<file path="src/rtl/mmio_uart_pkg.sv">
// mmio_uart_pkg: shared offsets, access-size codes, STATUS layout and FSM states
// for the memory-mapped UART transmitter.
package mmio_uart_pkg;
    localparam logic [1:0] OFF_TXDATA = 2'd0;
    localparam logic [1:0] OFF_STATUS = 2'd1;
    localparam logic [1:0] OFF_DIV    = 2'd2;

    localparam logic [1:0] SZ_BYTE = 2'b00;
    localparam logic [1:0] SZ_HALF = 2'b01;
    localparam logic [1:0] SZ_WORD = 2'b10;

    localparam int ST_FULL  = 0;
    localparam int ST_EMPTY = 1;
    localparam int ST_BUSY  = 2;
    localparam int ST_OVF   = 3;
    localparam int ST_CNT   = 4;

    typedef enum logic [1:0] {S_IDLE, S_START, S_DATA, S_STOP} state_e;

    function automatic logic [15:0] eff_div(input logic [15:0] d);
        return (d == 16'd0) ? 16'd1 : d;
    endfunction
endpackage

</file>
<file path="src/rtl/mmio_uart_tx_fifo.sv">
// sync_fifo: single-clock FIFO; a pop in the same cycle frees a slot so a push
// into a full FIFO is still accepted.
module sync_fifo #(
    parameter int W     = 8,
    parameter int DEPTH = 4
) (
    input  logic                     clk,
    input  logic                     rst_n,
    input  logic                     push_i,
    input  logic                     pop_i,
    input  logic [W-1:0]             wdata_i,
    output logic [W-1:0]             rdata_o,
    output logic                     full_o,
    output logic                     empty_o,
    output logic [$clog2(DEPTH):0]   count_o
);
    localparam int AW = $clog2(DEPTH);

    logic [W-1:0]  mem_q [DEPTH];
    logic [AW-1:0] wptr_q, rptr_q;
    logic [AW:0]   cnt_q;
    logic          wr, rd;

    assign full_o  = cnt_q == (AW+1)'(DEPTH);
    assign empty_o = cnt_q == '0;
    assign count_o = cnt_q;
    assign rdata_o = mem_q[rptr_q];
    assign wr      = push_i && (!full_o || pop_i);
    assign rd      = pop_i && !empty_o;

    always_ff @(posedge clk)
        if (wr) mem_q[wptr_q] <= wdata_i;

    always_ff @(posedge clk or negedge rst_n) begin
        if (!rst_n) begin
            wptr_q <= '0;
            rptr_q <= '0;
            cnt_q  <= '0;
        end else begin
            if (wr) wptr_q <= wptr_q + AW'(1);
            if (rd) rptr_q <= rptr_q + AW'(1);
            cnt_q <= cnt_q + (AW+1)'(wr) - (AW+1)'(rd);
        end
    end
endmodule

</file>
<file path="src/rtl/mmio_uart_tx.sv">
// mmio_uart_tx: memory-mapped 8N1 UART transmitter (TXDATA/STATUS/DIV registers)
// sitting beside dmem on the data-memory port.
module mmio_uart_tx
    import mmio_uart_pkg::*;
#(
    parameter logic [31:0] BASE_ADDR  = 32'h1000_0000,
    parameter logic [15:0] BAUD_DIV   = 16'd868,
    parameter int          FIFO_DEPTH = 4
) (
    input  logic        clk,
    input  logic        reset,
    input  logic        we,
    input  logic [31:0] a,
    input  logic [31:0] wd,
    input  logic [1:0]  be,
    output logic [31:0] rd,
    output logic        tx,
    output logic        busy
);
    localparam int CW = $clog2(FIFO_DEPTH) + 1;

    logic          sel, push, pop, push_ok, tick, full, empty, ovf_q;
    logic [1:0]    off;
    logic [7:0]    head, shift_q, status;
    logic [CW-1:0] count;
    logic [15:0]   div_q, per_q, cnt_q;
    logic [2:0]    idx_q;
    logic          tx_q, busy_q;
    state_e        state_q;
    logic          unused;

    assign sel     = a[31:4] == BASE_ADDR[31:4];
    assign off     = a[3:2];
    assign push    = we && sel && off == OFF_TXDATA;
    assign tick    = cnt_q == 16'd0;
    assign pop     = !empty && (state_q == S_IDLE || (state_q == S_STOP && tick));
    assign push_ok = push && (!full || pop);
    assign unused  = ^{a[1:0], wd[31:16]};

    always_comb begin
        status                = '0;
        status[ST_FULL]       = full;
        status[ST_EMPTY]      = empty;
        status[ST_BUSY]       = busy_q;
        status[ST_OVF]        = ovf_q;
        status[ST_CNT +: 3]   = 3'(count);
    end

    assign rd   = !sel                ? 32'd0 :
                  off == OFF_STATUS   ? {24'd0, status} :
                  off == OFF_DIV      ? {16'd0, div_q} : 32'd0;
    assign tx   = tx_q;
    assign busy = busy_q;

    sync_fifo #(.W(8), .DEPTH(FIFO_DEPTH)) u_fifo (
        .clk     (clk),
        .rst_n   (reset),
        .push_i  (push),
        .pop_i   (pop),
        .wdata_i (wd[7:0]),
        .rdata_o (head),
        .full_o  (full),
        .empty_o (empty),
        .count_o (count)
    );

    always_ff @(posedge clk or negedge reset) begin
        if (!reset) begin
            div_q <= BAUD_DIV;
            ovf_q <= 1'b0;
        end else begin
            if (push && full && !pop)
                ovf_q <= 1'b1;
            else if (we && sel && off == OFF_STATUS && wd[3])
                ovf_q <= 1'b0;
            if (we && sel && off == OFF_DIV) begin
                if (be == SZ_BYTE)
                    div_q[7:0] <= wd[7:0];
                else if (be == SZ_HALF || be == SZ_WORD)
                    div_q <= wd[15:0];
            end
        end
    end

    // cnt_q reloads on every bit boundary; a pop relatches the period so DIV only affects new frames
    always_ff @(posedge clk or negedge reset) begin
        if (!reset) begin
            state_q <= S_IDLE;
            tx_q    <= 1'b1;
            busy_q  <= 1'b0;
            cnt_q   <= '0;
            per_q   <= '0;
            shift_q <= '0;
            idx_q   <= '0;
        end else begin
            busy_q <= 1'b1;
            cnt_q  <= tick ? per_q - 16'd1 : cnt_q - 16'd1;
            if (pop) begin
                state_q <= S_START;
                shift_q <= head;
                per_q   <= eff_div(div_q);
                cnt_q   <= eff_div(div_q) - 16'd1;
                tx_q    <= 1'b0;
            end else begin
                case (state_q)
                    S_IDLE: busy_q <= push_ok;
                    S_START: if (tick) begin
                        state_q <= S_DATA;
                        idx_q   <= '0;
                        tx_q    <= shift_q[0];
                    end
                    S_DATA: if (tick) begin
                        if (idx_q == 3'd7) begin
                            state_q <= S_STOP;
                            tx_q    <= 1'b1;
                        end else begin
                            idx_q   <= idx_q + 3'd1;
                            shift_q <= shift_q >> 1;
                            tx_q    <= shift_q[1];
                        end
                    end
                    S_STOP: if (tick) begin
                        state_q <= S_IDLE;
                        busy_q  <= push_ok;
                    end
                endcase
            end
        end
    end
endmodule
</file>
<file path="config.mk">
export PLATFORM = sky130hd
export DESIGN_NAME = mmio_uart_tx
export DESIGN_NICKNAME = d
export VERILOG_FILES = /design/src/rtl/mmio_uart_pkg.sv /design/src/rtl/mmio_uart_tx_fifo.sv /design/src/rtl/mmio_uart_tx.sv
export SDC_FILE = /design/constraint.sdc
export NUM_CORES = 1
export LEC_CHECK = 0
export ABC_CLOCK_PERIOD_IN_PS = 6590
export BUFFER_PORTS_ARGS = -buffer_cell sky130_fd_sc_hd__buf_2
export CELL_PAD_IN_SITES_DETAIL_PLACEMENT = 0
export CELL_PAD_IN_SITES_GLOBAL_PLACEMENT = 1
export CORE_MARGIN = 2
export CORE_UTILIZATION = 47
export DETAILED_ROUTE_END_ITERATION = 7
export PLACE_DENSITY_LB_ADDON = 0.1
export SKIP_CTS_REPAIR_TIMING = 1
export SLEW_MARGIN = 20
export SYNTH_ARGS = -nofsm -noshare
export SYNTH_HDL_FRONTEND = slang
export SYNTH_SLANG_ARGS = --single-unit
</file>
<file path="constraint.sdc">
create_clock -name clk -period 6.59 [get_ports clk]
set_clock_uncertainty 0.15 [all_clocks]
set_input_delay 0.9885 -clock clk [delete_from_list [all_inputs] [get_ports clk]]
set_output_delay 0.9885 -clock clk [all_outputs]
set_load 0.01 [all_outputs]
</file>
==> impl_summary.log, run 1 <==
[metrics] result of the run: complete, no violations
[metrics] clock slew at reported path FFs: around 90 ps
[metrics] Die W: around 110 um
[metrics] placed cell count: 670
[metrics] Max H-tree Level: 3
[metrics] required arrival time at the worst endpoint: 6680 ps
[metrics] flip-flop and latch count after synthesis: 103
[metrics] Total Die Area: between 10000 and 15000 um2
[metrics] Largest stage delay, worst path: 460 ps
[metrics] ys flop type: dfrtp_1
[metrics] Leakage: roughly 2.8 nW
[metrics] Worst-Margin Slew: 913 ps
[metrics] critical-path cell list: nor4_4 > and4_4 > a21oi_2 > buf_4 > inv_1 > buf_4 > o21a_1 > ha_1 > o41a_1 > nand3_1 > o211ai_1 > a32oi_1
[metrics] number of routed nets with antenna violations: 0
[metrics] leading cell types in the layout, fill and taps excluded: nand2_1 (74), buf_2 (68), dfrtp_1 (65)
[metrics] global route overflow: 0
[metrics] Rows: 38
[metrics] vias after detailed routing: 3706
[metrics] number of synthesized flops with an enable pin: 32
[metrics] CORE AREA: 10900 um2
[metrics] final net count: 627
[metrics] max-capacitance violation count: 0
[metrics] most used cell, CP: buf_4
[metrics] worst-case vdd ir drop: approximately 0.11 mV
[metrics] data arrival time of the worst path: approximately 4000 ps
[metrics] top achievable clock speed: 0.256 GHz
[metrics] commonest non-fill, non-tap cell in the layout: nand2_1
[metrics] Compound-Gate Fraction of Synth Area: between 10% and 20%
[metrics] cell with the biggest individual delay on the critical path: and4_4
[metrics] netlist area before placement: 5280 um2
[metrics] gpl congestion: 0.783
[metrics] average cell area after synthesis: 11.0 um2
[metrics] count of final hold-check violations: 0
[metrics] Setup CP Type: reg2reg
[metrics] share of cell area taken by muxes after synthesis: 8.73%
[metrics] largest fanout on the critical path: 42
[metrics] area growth from synthesis to layout: 11.3%
[metrics] number of top-level design ports: 103
[metrics] max_slew headroom: 39.1%
[metrics] fraction of layout cells with a size suffix above 1: 23.6%
[metrics] worst hold path cell count: 2
[metrics] share of synthesized flip-flops with an asynchronous set or reset: 68.9%
[metrics] power density cells: 190 nW/um2
[metrics] number of max-slew violations in the final report: 0
[metrics] area of the multi-input gates: around 2300 um2
[metrics] height of the chip: 110 um
[metrics] cell count after synthesis: 479
[metrics] insertion delay of the later-clocked pin in the worst-skew pair: 380 ps
[metrics] final worst setup slack: 2680 ps
[metrics] warning count from the yosys run: 0
[metrics] Worst Setup End Kind: flip-flop
[metrics] critical path buffer and inverter count: 3
[metrics] share of synthesized cell area in full adder, half adder and majority cells: 4.17%
[metrics] fin crit period: 3910 ps
[metrics] wire length of the first global-routing pass: 18700 um
[metrics] xor and xnor area share after synthesis: 2.82%
[metrics] logic depth of the worst register-to-register path: 12
[metrics] number of CTS-inserted buffers: 9
[metrics] share of synthesized cell area in and, or, nand and nor gates: 17.4%
[metrics] Final Cycle Share: around three fifths
[metrics] ant diodes: 0
[metrics] main combinational cell family by area after synthesis: simple AND/OR/NAND/NOR gates
[metrics] post-detailed-placement half-perimeter wirelength: 8170 um
[metrics] CTS Sinks: 103
[metrics] setup TNS after final layout: 0 ps
[metrics] Placed Area: approximately 5700 um2
[metrics] routed vias/inst: approximately 5.4
[metrics] sequential cell area: 2750 um2
[metrics] Seq/Total Area, Yosys: roughly 52%
[metrics] area share of the leading cell type in the synthesized netlist: 30.8%
[metrics] clock tree root buffer cell: clkbuf_8
[metrics] filler cell count in the final layout: a little under 1000
[metrics] biggest area consumer among synthesized cells: dfrtp_1
[metrics] initial antenna violation count: 0
[metrics] Pre-antenna DRT Iters: 4
[metrics] gr usage total: a little over a fifth
[metrics] clock tree from TritonCTS: done
[metrics] DR WL/cell: 16.7 um
[metrics] leading post-synthesis cells by cell area: dfrtp_1 (31%), edfxtp_1 (18%), nand2_1 (5.3%), ha_1 (3.8%), mux2_2 (3.4%)
[metrics] DRC marker count from the first detailed-route iteration: 156
[metrics] count of endpoints failing setup in the final report: 0
[metrics] class of the worst hold path: reg2reg
[metrics] effective utilization at floorplan: 48.4%
[metrics] number of global-route vias before repair: 3708
[metrics] Critical Path Start Type: flip-flop
[metrics] maximum number of pins on one net before global-route repair: between 70 and 80
[metrics] Max Root-Sink Buffers: 2
[metrics] number of remaining DRC errors: 0
[metrics] total of buffers placed on input and output ports: 68
[metrics] count of cell instances traversed by the critical path: 12
[metrics] final standard cell count with taps included and fillers excluded: between 600 and 700
[metrics] pre-CTS WS: between 2000 and 2500 ps
[metrics] category of cells accounting for the largest share of critical-path delay: compound AO/OA/AOI/OAI gates
[metrics] distinct cell type count after synthesis: 55
[metrics] area of all placed cells without fillers: 5870 um2
[metrics] Routed WL: 11500 um
[metrics] unrepaired setup endpoints after global routing: false
[Yosys cell counts (2+ instances only)]
master / count
a211oi_1: 2
ha_1: 16
nand4_1: 2
o31ai_1: 3
o211ai_1: 5
nor4_1: 10
mux4_2: 8
nand3_1: 6
buf_4: 16
clkbuf_1: 12
o21ai_0: 30
a22oi_1: 7
o31a_1: 2
nor3_1: 8
nor2_1: 33
and2_1: 13
xor2_1: 9
a21oi_1: 19
or4_1: 3
o21a_1: 4
buf_1: 6
or3b_2: 2
nand2_1: 74
a32oi_1: 2
inv_1: 15
mux2_2: 16
nor2b_1: 5
o2bb2ai_1: 2
dfstp_2: 6
mux2i_1: 10
nor4_4: 5
edfxtp_1: 32
xnor2_1: 8
or3_1: 3
dfrtp_1: 65
[worst paths after layout]
path / start / end / slack, ps
min in group asynchronous: reset / shift_q[5]$_DFFE_PN0P_ / 660
worst min-delay path: per_q[15]$_DFFE_PN0N_ / per_q[15]$_DFFE_PN0N_ / 340
max in group asynchronous: reset / cnt_q[11]$_DFF_PN0_ / 5030
worst max register to register: cnt_q[3]$_DFF_PN0_ / cnt_q[12]$_DFF_PN0_ / 2680
worst min register to register: per_q[15]$_DFFE_PN0N_ / per_q[15]$_DFFE_PN0N_ / 340
worst max-delay path: cnt_q[3]$_DFF_PN0_ / cnt_q[12]$_DFF_PN0_ / 2680
[sequential cells by signal, indices dropped and copies added, names as in the netlist]
| name | count |
|---|---|
| busy | 1 |
| cnt_q | 16 |
| div_q | 16 |
| idx_q | 3 |
| ovf_q | 1 |
| per_q | 16 |
| shift_q | 8 |
| state_q | 2 |
| tx | 1 |
| u_fifo.count_o | 3 |
| u_fifo.mem_q | 32 |
| u_fifo.rptr_q | 2 |
| u_fifo.wptr_q | 2 |
[kinds of logic after synthesis]
kind of cell,Yosys count
adders and majority gates,17
muxes,34
other,1
buffers and inverters,50
DFF,103
and+or+nand+nor,174
xor gates and xnor gates,17
AOI/OAI and AO/OA,83
[power by group]
group	internal (W)	switching (W)	leakage, nW	total [W]
clock	0.000178	0.000222	0.0985	0.000400
combinational	0.0000187	0.0000275	1.45	0.0000462
sequential	0.000667	0.00000373	1.22	0.000671
total	0.000864	0.000253	2.77	0.00112
[through the flow]
stage / hold WS [ps] / power [W] / util, %
floorplan: 289 / 0.000708 / -
global placement: 308 / 0.000731 / 52.1
detailed placement: 313 / 0.000732 / 52.1
CTS: 337 / 0.00113 / 53.9
global route: 370 / 0.00116 / 53.9
finish: 336 / 0.00112 / 53.9
[worst reg2reg max path: stages (launching register included)]
cell      delay [ps]
dfrtp_1          440
nor4_4           370
and4_4           460
a21oi_2          240
buf_4            280
inv_1             80
buf_4            410
o21a_1           220
ha_1             190
o41a_1           380
nand3_1          230
o211ai_1         230
a32oi_1          110
[cell type report]
class,count,share of cell area (%)
tap,140,2.98
clock inverter,6,1.17
sequential,103,46.7
multi-input combinational,341,39.8
timing repair buffer,71,6.18
inverter,15,0.959
clock buffer,10,2.17
[metal layers]
layer	part of all wire (%)	vias up	GRT usage, %
met2	45	121	31.6
met4	1.8	0	9.04
met1	47	1777	29.5
met5	0	-	0
li1	-	1791	-
met3	6.1	17	3.79
Note: power is estimated with default switching activity, not from simulation.
==> inputs of run 2 (changes only) <==
--- a/config.mk
+++ b/config.mk
@@ -5,12 +5,12 @@
 export SDC_FILE = /design/constraint.sdc
 export NUM_CORES = 1
 export LEC_CHECK = 0
-export ABC_CLOCK_PERIOD_IN_PS = 6590
+export ABC_CLOCK_PERIOD_IN_PS = 3800
 export BUFFER_PORTS_ARGS = -buffer_cell sky130_fd_sc_hd__buf_2
 export CELL_PAD_IN_SITES_DETAIL_PLACEMENT = 0
 export CELL_PAD_IN_SITES_GLOBAL_PLACEMENT = 1
 export CORE_MARGIN = 2
-export CORE_UTILIZATION = 47
+export CORE_UTILIZATION = 43
 export DETAILED_ROUTE_END_ITERATION = 7
 export PLACE_DENSITY_LB_ADDON = 0.1
 export SKIP_CTS_REPAIR_TIMING = 1
==> constraint.sdc (replaced) <==
create_clock -name clk -period 3.8 [get_ports clk]
set_clock_uncertainty 0.15 [all_clocks]
set_input_delay 0.57 -clock clk [delete_from_list [all_inputs] [get_ports clk]]
set_output_delay 0.57 -clock clk [all_outputs]
set_load 0.01 [all_outputs]
==> run 2 against run 1 <==
Net effect: sequential power grew 73%; worst hold slack got worse by 190 ps; die area rose by 9.0%; total power grew 93%; via count is 0.43% higher; first-iteration DRC count decreased by 16%; sequential share of layout area down 1.3 points; register-to-register slack got worse by 2200 ps; count of clock-buffer cells in the layout shrank 1; sequential cell count unchanged.
==> impl_summary.log, run 2 (same netlist as run 1, synthesis figures left out) <==
[metrics] critical-path cell list: inv_1 > ha_1 > o31a_1 > a21oi_2 > buf_4 > inv_1 > nand2_1 > o21a_1 > ha_1 > o41a_1 > nand3_1 > o21a_1 > a32oi_1
[metrics] DR WL/cell: 16.8 um (+0.69%)
[metrics] number of CTS-inserted buffers: 9 (unchanged)
[metrics] required arrival time at the worst endpoint: 3910 ps (-2770 ps)
[metrics] ant diodes: 0 (unchanged)
[metrics] number of global-route vias before repair: 3587 (-3.3%)
[metrics] fin crit period: 3330 ps (-582 ps)
[metrics] clock tree root buffer cell: clkbuf_16
[metrics] Critical Path Start Type: flip-flop
[metrics] final cell utilization of the core: 50.2% (-3.7 points)
[metrics] number of remaining DRC errors: 0 (unchanged)
[metrics] worst-case vdd ir drop: 0.189 mV (+68%)
[metrics] insertion delay of the later-clocked pin in the worst-skew pair: 350 ps (-30 ps)
[metrics] number of flip-flops in the largest register: 32 (unchanged)
[metrics] data arrival time of the worst path: 3440 ps (-570 ps)
[metrics] DRC marker count from the first detailed-route iteration: 131 (-16%)
[metrics] post-detailed-placement half-perimeter wirelength: 8650 um (+5.8%)
[metrics] Setup CP Type: reg2reg
[metrics] maximum number of pins on one net before global-route repair: 36 (-50%)
[metrics] number of routed nets with antenna violations: 0 (unchanged)
[metrics] Worst-Margin Slew: 877 ps (-36.5 ps)
[metrics] commonest non-fill, non-tap cell in the layout: nand2_1
[metrics] count of endpoints failing setup in the final report: 0 (unchanged)
[metrics] count of final hold-check violations: 0 (unchanged)
[metrics] clock tree from TritonCTS: done
[metrics] Routed WL: 11800 um (+2.7%)
[metrics] effective utilization at floorplan: 43.9% (-4.5 points)
[metrics] gr usage total: 19.0% (-1.9 points)
[metrics] wire length of the first global-routing pass: 18900 um (+1.2%)
[metrics] leading cell types in the layout, fill and taps excluded: nand2_1 (74), buf_2 (68), dfrtp_1 (65)
[metrics] clock slew at reported path FFs: 80 ps (about the same)
[metrics] number of max-slew violations in the final report: 0 (unchanged)
[metrics] Pre-antenna DRT Iters: 4 (unchanged)
[metrics] Die W: 115 um (+4.4%)
[metrics] Max H-tree Level: 3 (unchanged)
[metrics] max-capacitance violation count: 0 (unchanged)
[metrics] cell with the biggest individual delay on the critical path: dfrtp_1
[metrics] Final Cycle Share: 87.7% (+28 points)
[metrics] CORE AREA: 12000 um2 (+10%)
[metrics] pre-CTS WS: 439 ps (-1940 ps)
[metrics] height of the chip: 115 um (+4.4%)
[metrics] fraction of layout cells with a size suffix above 1: 25.0% (+1.3 points)
[metrics] Largest stage delay, worst path: 430 ps (-30 ps)
[metrics] gpl congestion: 0.782 (-0.12%)
[metrics] total of buffers placed on input and output ports: 68 (unchanged)
[metrics] unrepaired setup endpoints after global routing: false
[metrics] number of top-level design ports: 103 (unchanged)
[metrics] Rows: 40 (+5.3%)
[metrics] area growth from synthesis to layout: 14.4%
[metrics] max_slew headroom: 41.5% (+2.4 points)
[metrics] Total Die Area: 13200 um2 (+9.0%)
[metrics] routed vias/inst: 5.32 (-1.6%)
[metrics] Leakage: 2.85 nW (+2.9%)
[metrics] Max Root-Sink Buffers: 2 (unchanged)
[metrics] initial antenna violation count: 0 (unchanged)
[metrics] class of the worst hold path: in2async
[metrics] setup TNS after final layout: 0 ps (unchanged)
[metrics] power density cells: 357 nW/um2 (+88%)
[metrics] largest fanout on the critical path: 20 (-52%)
[metrics] register with the highest flop count: u_fifo.mem_q
[metrics] final worst setup slack: 469 ps (-2210 ps)
[metrics] global route overflow: 0 (unchanged)
[metrics] Worst Setup End Kind: flip-flop
[metrics] vias after detailed routing: 3722 (+0.43%)
[metrics] top achievable clock speed: 0.300 GHz (+17%)
[metrics] CTS Sinks: 103 (unchanged)
[metrics] final net count: 634 (+1.1%)
[metrics] result of the run: complete, no violations
[run 2: cell types whose count changed in the layout (fill, tap and decap cells not counted), sizes merged]
cell and change:
clkinvlp +1, clkbuf -1, bufinv -1, buf +7, clkinv -3, inv +4
[run 2: power breakdown]
part	internal [W]	leakage, nW	switching [W]
Clock	0.000466	0.144	0.000446
Combinational	0.0000332	1.48	0.0000483
Sequential	0.00116	1.22	0.00000632
Total	0.00166	2.85	0.000500
[run 2: worst paths after layout]
check	from	endpoint	slack [ps]	depth (start not counted)
worst min-delay path	reset	shift_q[5]$_DFFE_PN0P_	150	1
worst min register to register	shift_q[5]$_DFFE_PN0P_	shift_q[5]$_DFFE_PN0P_	330	2
min in group clk	wd[15]	div_q[15]$_DFFE_PN0P_	300	2
worst max-delay path	state_q[1]$_DFFE_PN0P_	cnt_q[12]$_DFF_PN0_	470	13
worst max register to register	state_q[1]$_DFFE_PN0P_	cnt_q[12]$_DFF_PN0_	470	13
max in group asynchronous	reset	tx$_DFFE_PN1P_	2520	2
[run 2: metrics by stage]
| stage | std cells | cell area [um2] | total power, W | hold WS [ps] |
|---|---|---|---|---|
| after global routing | 700 | 6040 | 0.00225 | 190 |
| after global placement | 684 | 5740 | 0.00127 | 312 |
| after CTS | 700 | 6040 | 0.00219 | 165 |
| after floorplan | 494 | 5330 | 0.00123 | 124 |
| after detailed placement | 684 | 5740 | 0.00127 | 317 |
| final | 700 | 6040 | 0.00216 | 148 |
[run 2: per-layer routing]
| layer | part of all wire, % | vias up | GRT usage, % |
|---|---|---|---|
| li1 | - | 1816 | - |
| met1 | 51 | 1810 | 28.7 |
| met2 | 44 | 83 | 27.9 |
| met3 | 3.3 | 13 | 2.37 |
| met4 | 1.6 | 0 | 7.55 |
| met5 | 0 | - | 0 |
[run 2: layout make-up]
type / instances / area (um2)
fillers: 1133 / 5980
flip-flops and latches: 103 / 2750
multi-input cells: 341 / 2340
repair buffers: 78 / 415
clock buffers: 9 / 225
well taps: 147 / 184
clock inverters: 7 / 72.6
inverters: 15 / 56.3
[run 2: critical path: cells and delay by family, from the launching register on]
kind,cells,cell delay (ps)
fa+ha+maj,2,430
simple gates,2,360
compound gates,6,1250
flops,1,430
buf+inv,3,610
==> inputs of run 3 (changes only) <==
--- a/config.mk
+++ b/config.mk
@@ -9,7 +9,7 @@
 export BUFFER_PORTS_ARGS = -buffer_cell sky130_fd_sc_hd__buf_2
 export CELL_PAD_IN_SITES_DETAIL_PLACEMENT = 0
 export CELL_PAD_IN_SITES_GLOBAL_PLACEMENT = 1
-export CORE_MARGIN = 2
+export CORE_MARGIN = 1
 export CORE_UTILIZATION = 43
 export DETAILED_ROUTE_END_ITERATION = 7
 export PLACE_DENSITY_LB_ADDON = 0.1
==> run 3 against run 2 <==
Net effect: global-route usage rose by 1.1 points; via count rose by 0.48%; combinational power barely moved; critical endpoint is now cnt_q[8]$_DFF_PN0_; critical path depth is 1 higher; count of clock-buffer cells in the layout did not move; worst hold slack better by 140 ps; final area is 0.12% higher; first-iteration DRC count increased by 17%; non-clock buffer count up 2; largest cell class unchanged; die area fell by 3.5%; sequential power is essentially flat.
==> impl_summary.log, run 3 (same netlist as run 1, synthesis figures left out) <==
[metrics] register with the highest flop count: u_fifo.mem_q
[metrics] CTS Sinks: 103 (unchanged)
[metrics] Worst Setup End Kind: flip-flop
[metrics] required arrival time at the worst endpoint: 3890 ps (-20 ps)
[metrics] global route overflow: 0 (unchanged)
[metrics] routed vias/inst: 5.33 (+0.20%)
[metrics] gpl congestion: 0.798 (+2.1%)
[metrics] largest fanout on the critical path: 13 (-35%)
[metrics] Final Cycle Share: 90.0% (+2.4 points)
[metrics] wire length of the first global-routing pass: 19400 um (+2.6%)
[metrics] critical-path cell list: inv_1 > ha_1 > o31a_1 > a21oi_2 > inv_1 > buf_4 > nand2_1 > o21a_1 > ha_1 > o41a_1 > buf_4 > inv_1 > o31ai_1 > nand2_1
[metrics] max_slew headroom: 38.0% (-3.5 points)
[metrics] Setup CP Type: reg2reg
[metrics] power share of the clock group: 42.2% (about the same)
[metrics] fraction of power consumed by sequential logic: 54.0% (about the same)
[metrics] fin crit period: 3420 ps (+90.6 ps)
[metrics] Total Die Area: 12700 um2 (-3.5%)
[metrics] logic depth of the worst register-to-register path: 14 (+1)
[metrics] number of max-slew violations in the final report: 0 (unchanged)
[metrics] count of endpoints failing setup in the final report: 0 (unchanged)
[metrics] data arrival time of the worst path: 3510 ps (+70 ps)
[metrics] Critical Path Start Type: flip-flop
[metrics] area growth from synthesis to layout: 14.6%
[metrics] vias after detailed routing: 3740 (+0.48%)
[metrics] total of buffers placed on input and output ports: 68 (unchanged)
[metrics] worst-case vdd ir drop: 0.222 mV (+17%)
[metrics] max-capacitance violation count: 0 (unchanged)
[metrics] number of flip-flops in the largest register: 32 (unchanged)
[metrics] result of the run: complete, no violations
[metrics] switching power summed over all nets: 0.000505 W (+0.92%)
[metrics] top achievable clock speed: 0.292 GHz (-2.6%)
[metrics] Die W: 113 um (-1.7%)
[metrics] most used cell, CP: inv_1
[metrics] clock slew at reported path FFs: 70 ps (about the same)
[metrics] count of final hold-check violations: 0 (unchanged)
[metrics] switching share of power: 23.4% (+0.25 points)
[metrics] number of top-level design ports: 103 (unchanged)
[metrics] final net count: 636 (+0.32%)
[metrics] Placed Area: 5750 um2 (+0.26%)
[metrics] unrepaired setup endpoints after global routing: false
[metrics] maximum number of pins on one net before global-route repair: 72 (+100%)
[metrics] clock tree from TritonCTS: done
[metrics] DR WL/cell: 16.8 um (-0.37%)
[metrics] Combinational Power Share: 3.8% (about the same)
[metrics] gr usage total: 20.1% (+1.1 points)
[metrics] initial antenna violation count: 0 (unchanged)
[metrics] cell with the biggest individual delay on the critical path: a21oi_2
[metrics] commonest non-fill, non-tap cell in the layout: nand2_1
[metrics] Max H-tree Level: 3 (unchanged)
[metrics] internal portion of total power: 0.00165 W (-0.46%)
[metrics] Rows: 40 (unchanged)
[metrics] post-detailed-placement half-perimeter wirelength: 8570 um (-0.82%)
[metrics] number of CTS-inserted buffers: 9 (unchanged)
[metrics] Pre-antenna DRT Iters: 4 (unchanged)
[metrics] power density cells: 356 nW/um2 (-0.27%)
[metrics] worst hold slack: 292 ps (+144 ps)
[metrics] number of global-route vias before repair: 3727 (+3.9%)
[metrics] CORE AREA: 12000 um2 (-0.42%)
[metrics] number of routed nets with antenna violations: 0 (unchanged)
[metrics] Routed WL: 11800 um (about the same)
[metrics] DRC marker count from the first detailed-route iteration: 153 (+17%)
[metrics] setup TNS after final layout: 0 ps (unchanged)
[metrics] Leakage: 2.85 nW (about the same)
[metrics] number of remaining DRC errors: 0 (unchanged)
[metrics] area of all placed cells without fillers: 6040 um2 (+0.12%)
[metrics] fraction of layout cells with a size suffix above 1: 25.2% (+0.27 points)
[metrics] clock tree root buffer cell: clkbuf_16
[metrics] Worst-Margin Slew: 930 ps (+53.0 ps)
[metrics] height of the chip: 113 um (-1.7%)
[metrics] insertion delay of the later-clocked pin in the worst-skew pair: 360 ps (about the same)
[metrics] class of the worst hold path: in2async
[metrics] Max Root-Sink Buffers: 2 (unchanged)
[metrics] ant diodes: 0 (unchanged)
[metrics] effective utilization at floorplan: 44.1% (+0.18 points)
[metrics] leading cell types in the layout, fill and taps excluded: nand2_1 (74), buf_2 (68), dfrtp_1 (65)
[metrics] Largest stage delay, worst path: 540 ps (+110 ps)
[run 3: changes by cell type in the layout (fill, tap and decap cells not counted), sizes merged]
cell      delta
inv          -2
buf          +2
clkinvlp     +2
[run 3: layout make-up]
| cell class | count | area (um2) |
|---|---|---|
| Fill cell | 1070 | 5920 |
| Sequential cell | 103 | 2750 |
| Multi-Input combinational cell | 341 | 2340 |
| Timing Repair Buffer | 80 | 430 |
| Clock buffer | 9 | 225 |
| Tap cell | 147 | 184 |
| Clock inverter | 7 | 65.1 |
| Inverter | 15 | 56.3 |
[run 3: power groups by stage]
stage,clock (W),combinational [W],sequential (W)
after floorplan,0,0.0000399,0.00119
after global placement,0,0.0000812,0.00119
after detailed placement,0,0.0000835,0.00119
after CTS,0.000925,0.0000836,0.00116
after global routing,0.000972,0.0000952,0.00117
final,0.000909,0.0000814,0.00116
[run 3: worst paths after layout]
| check | startpoint | to | slack, ps |
|---|---|---|---|
| worst max-delay path | state_q[1]$_DFFE_PN0P_ | cnt_q[8]$_DFF_PN0_ | 380 |
| worst min-delay path | reset | per_q[4]$_DFFE_PN0N_ | 290 |
| worst max register to register | state_q[1]$_DFFE_PN0P_ | cnt_q[8]$_DFF_PN0_ | 380 |
| worst min register to register | per_q[13]$_DFFE_PN0N_ | per_q[13]$_DFFE_PN0N_ | 340 |
| max in group asynchronous | reset | cnt_q[15]$_DFF_PN0_ | 2620 |
| min in group clk | wd[1] | u_fifo.mem_q[0][1]$_DFFE_PP_ | 290 |
[run 3: per-layer routing]
layer | wire length [um] | part of all wire [%] | track usage [%]
met2 | 5280 | 45 | 30.4
met3 | 530 | 4.5 | 3.70
met5 | 0 | 0 | 0
met1 | 5810 | 49 | 29.2
met4 | 142 | 1.2 | 6.58
[run 3: through the flow]
| stage | std cells | total power, W | util, % | setup WS [ps] |
|---|---|---|---|---|
| floorplan | 494 | 0.00123 | - | 684 |
| global placement | 686 | 0.00127 | 48.1 | 329 |
| detailed placement | 686 | 0.00127 | 48.1 | 392 |
| CTS | 702 | 0.00217 | 50.5 | 359 |
| global route | 702 | 0.00223 | 50.5 | 73.6 |
| finish | 702 | 0.00215 | 50.5 | 379 |
[run 3: critical path, delay by kind of cell (launching register included)]
kind	cells	cell delay, ps
buffers and inverters	5	750
DFF	1	420
and+or+nand+nor	2	180
adders and majority gates	2	430
AOI/OAI and AO/OA	5	1340
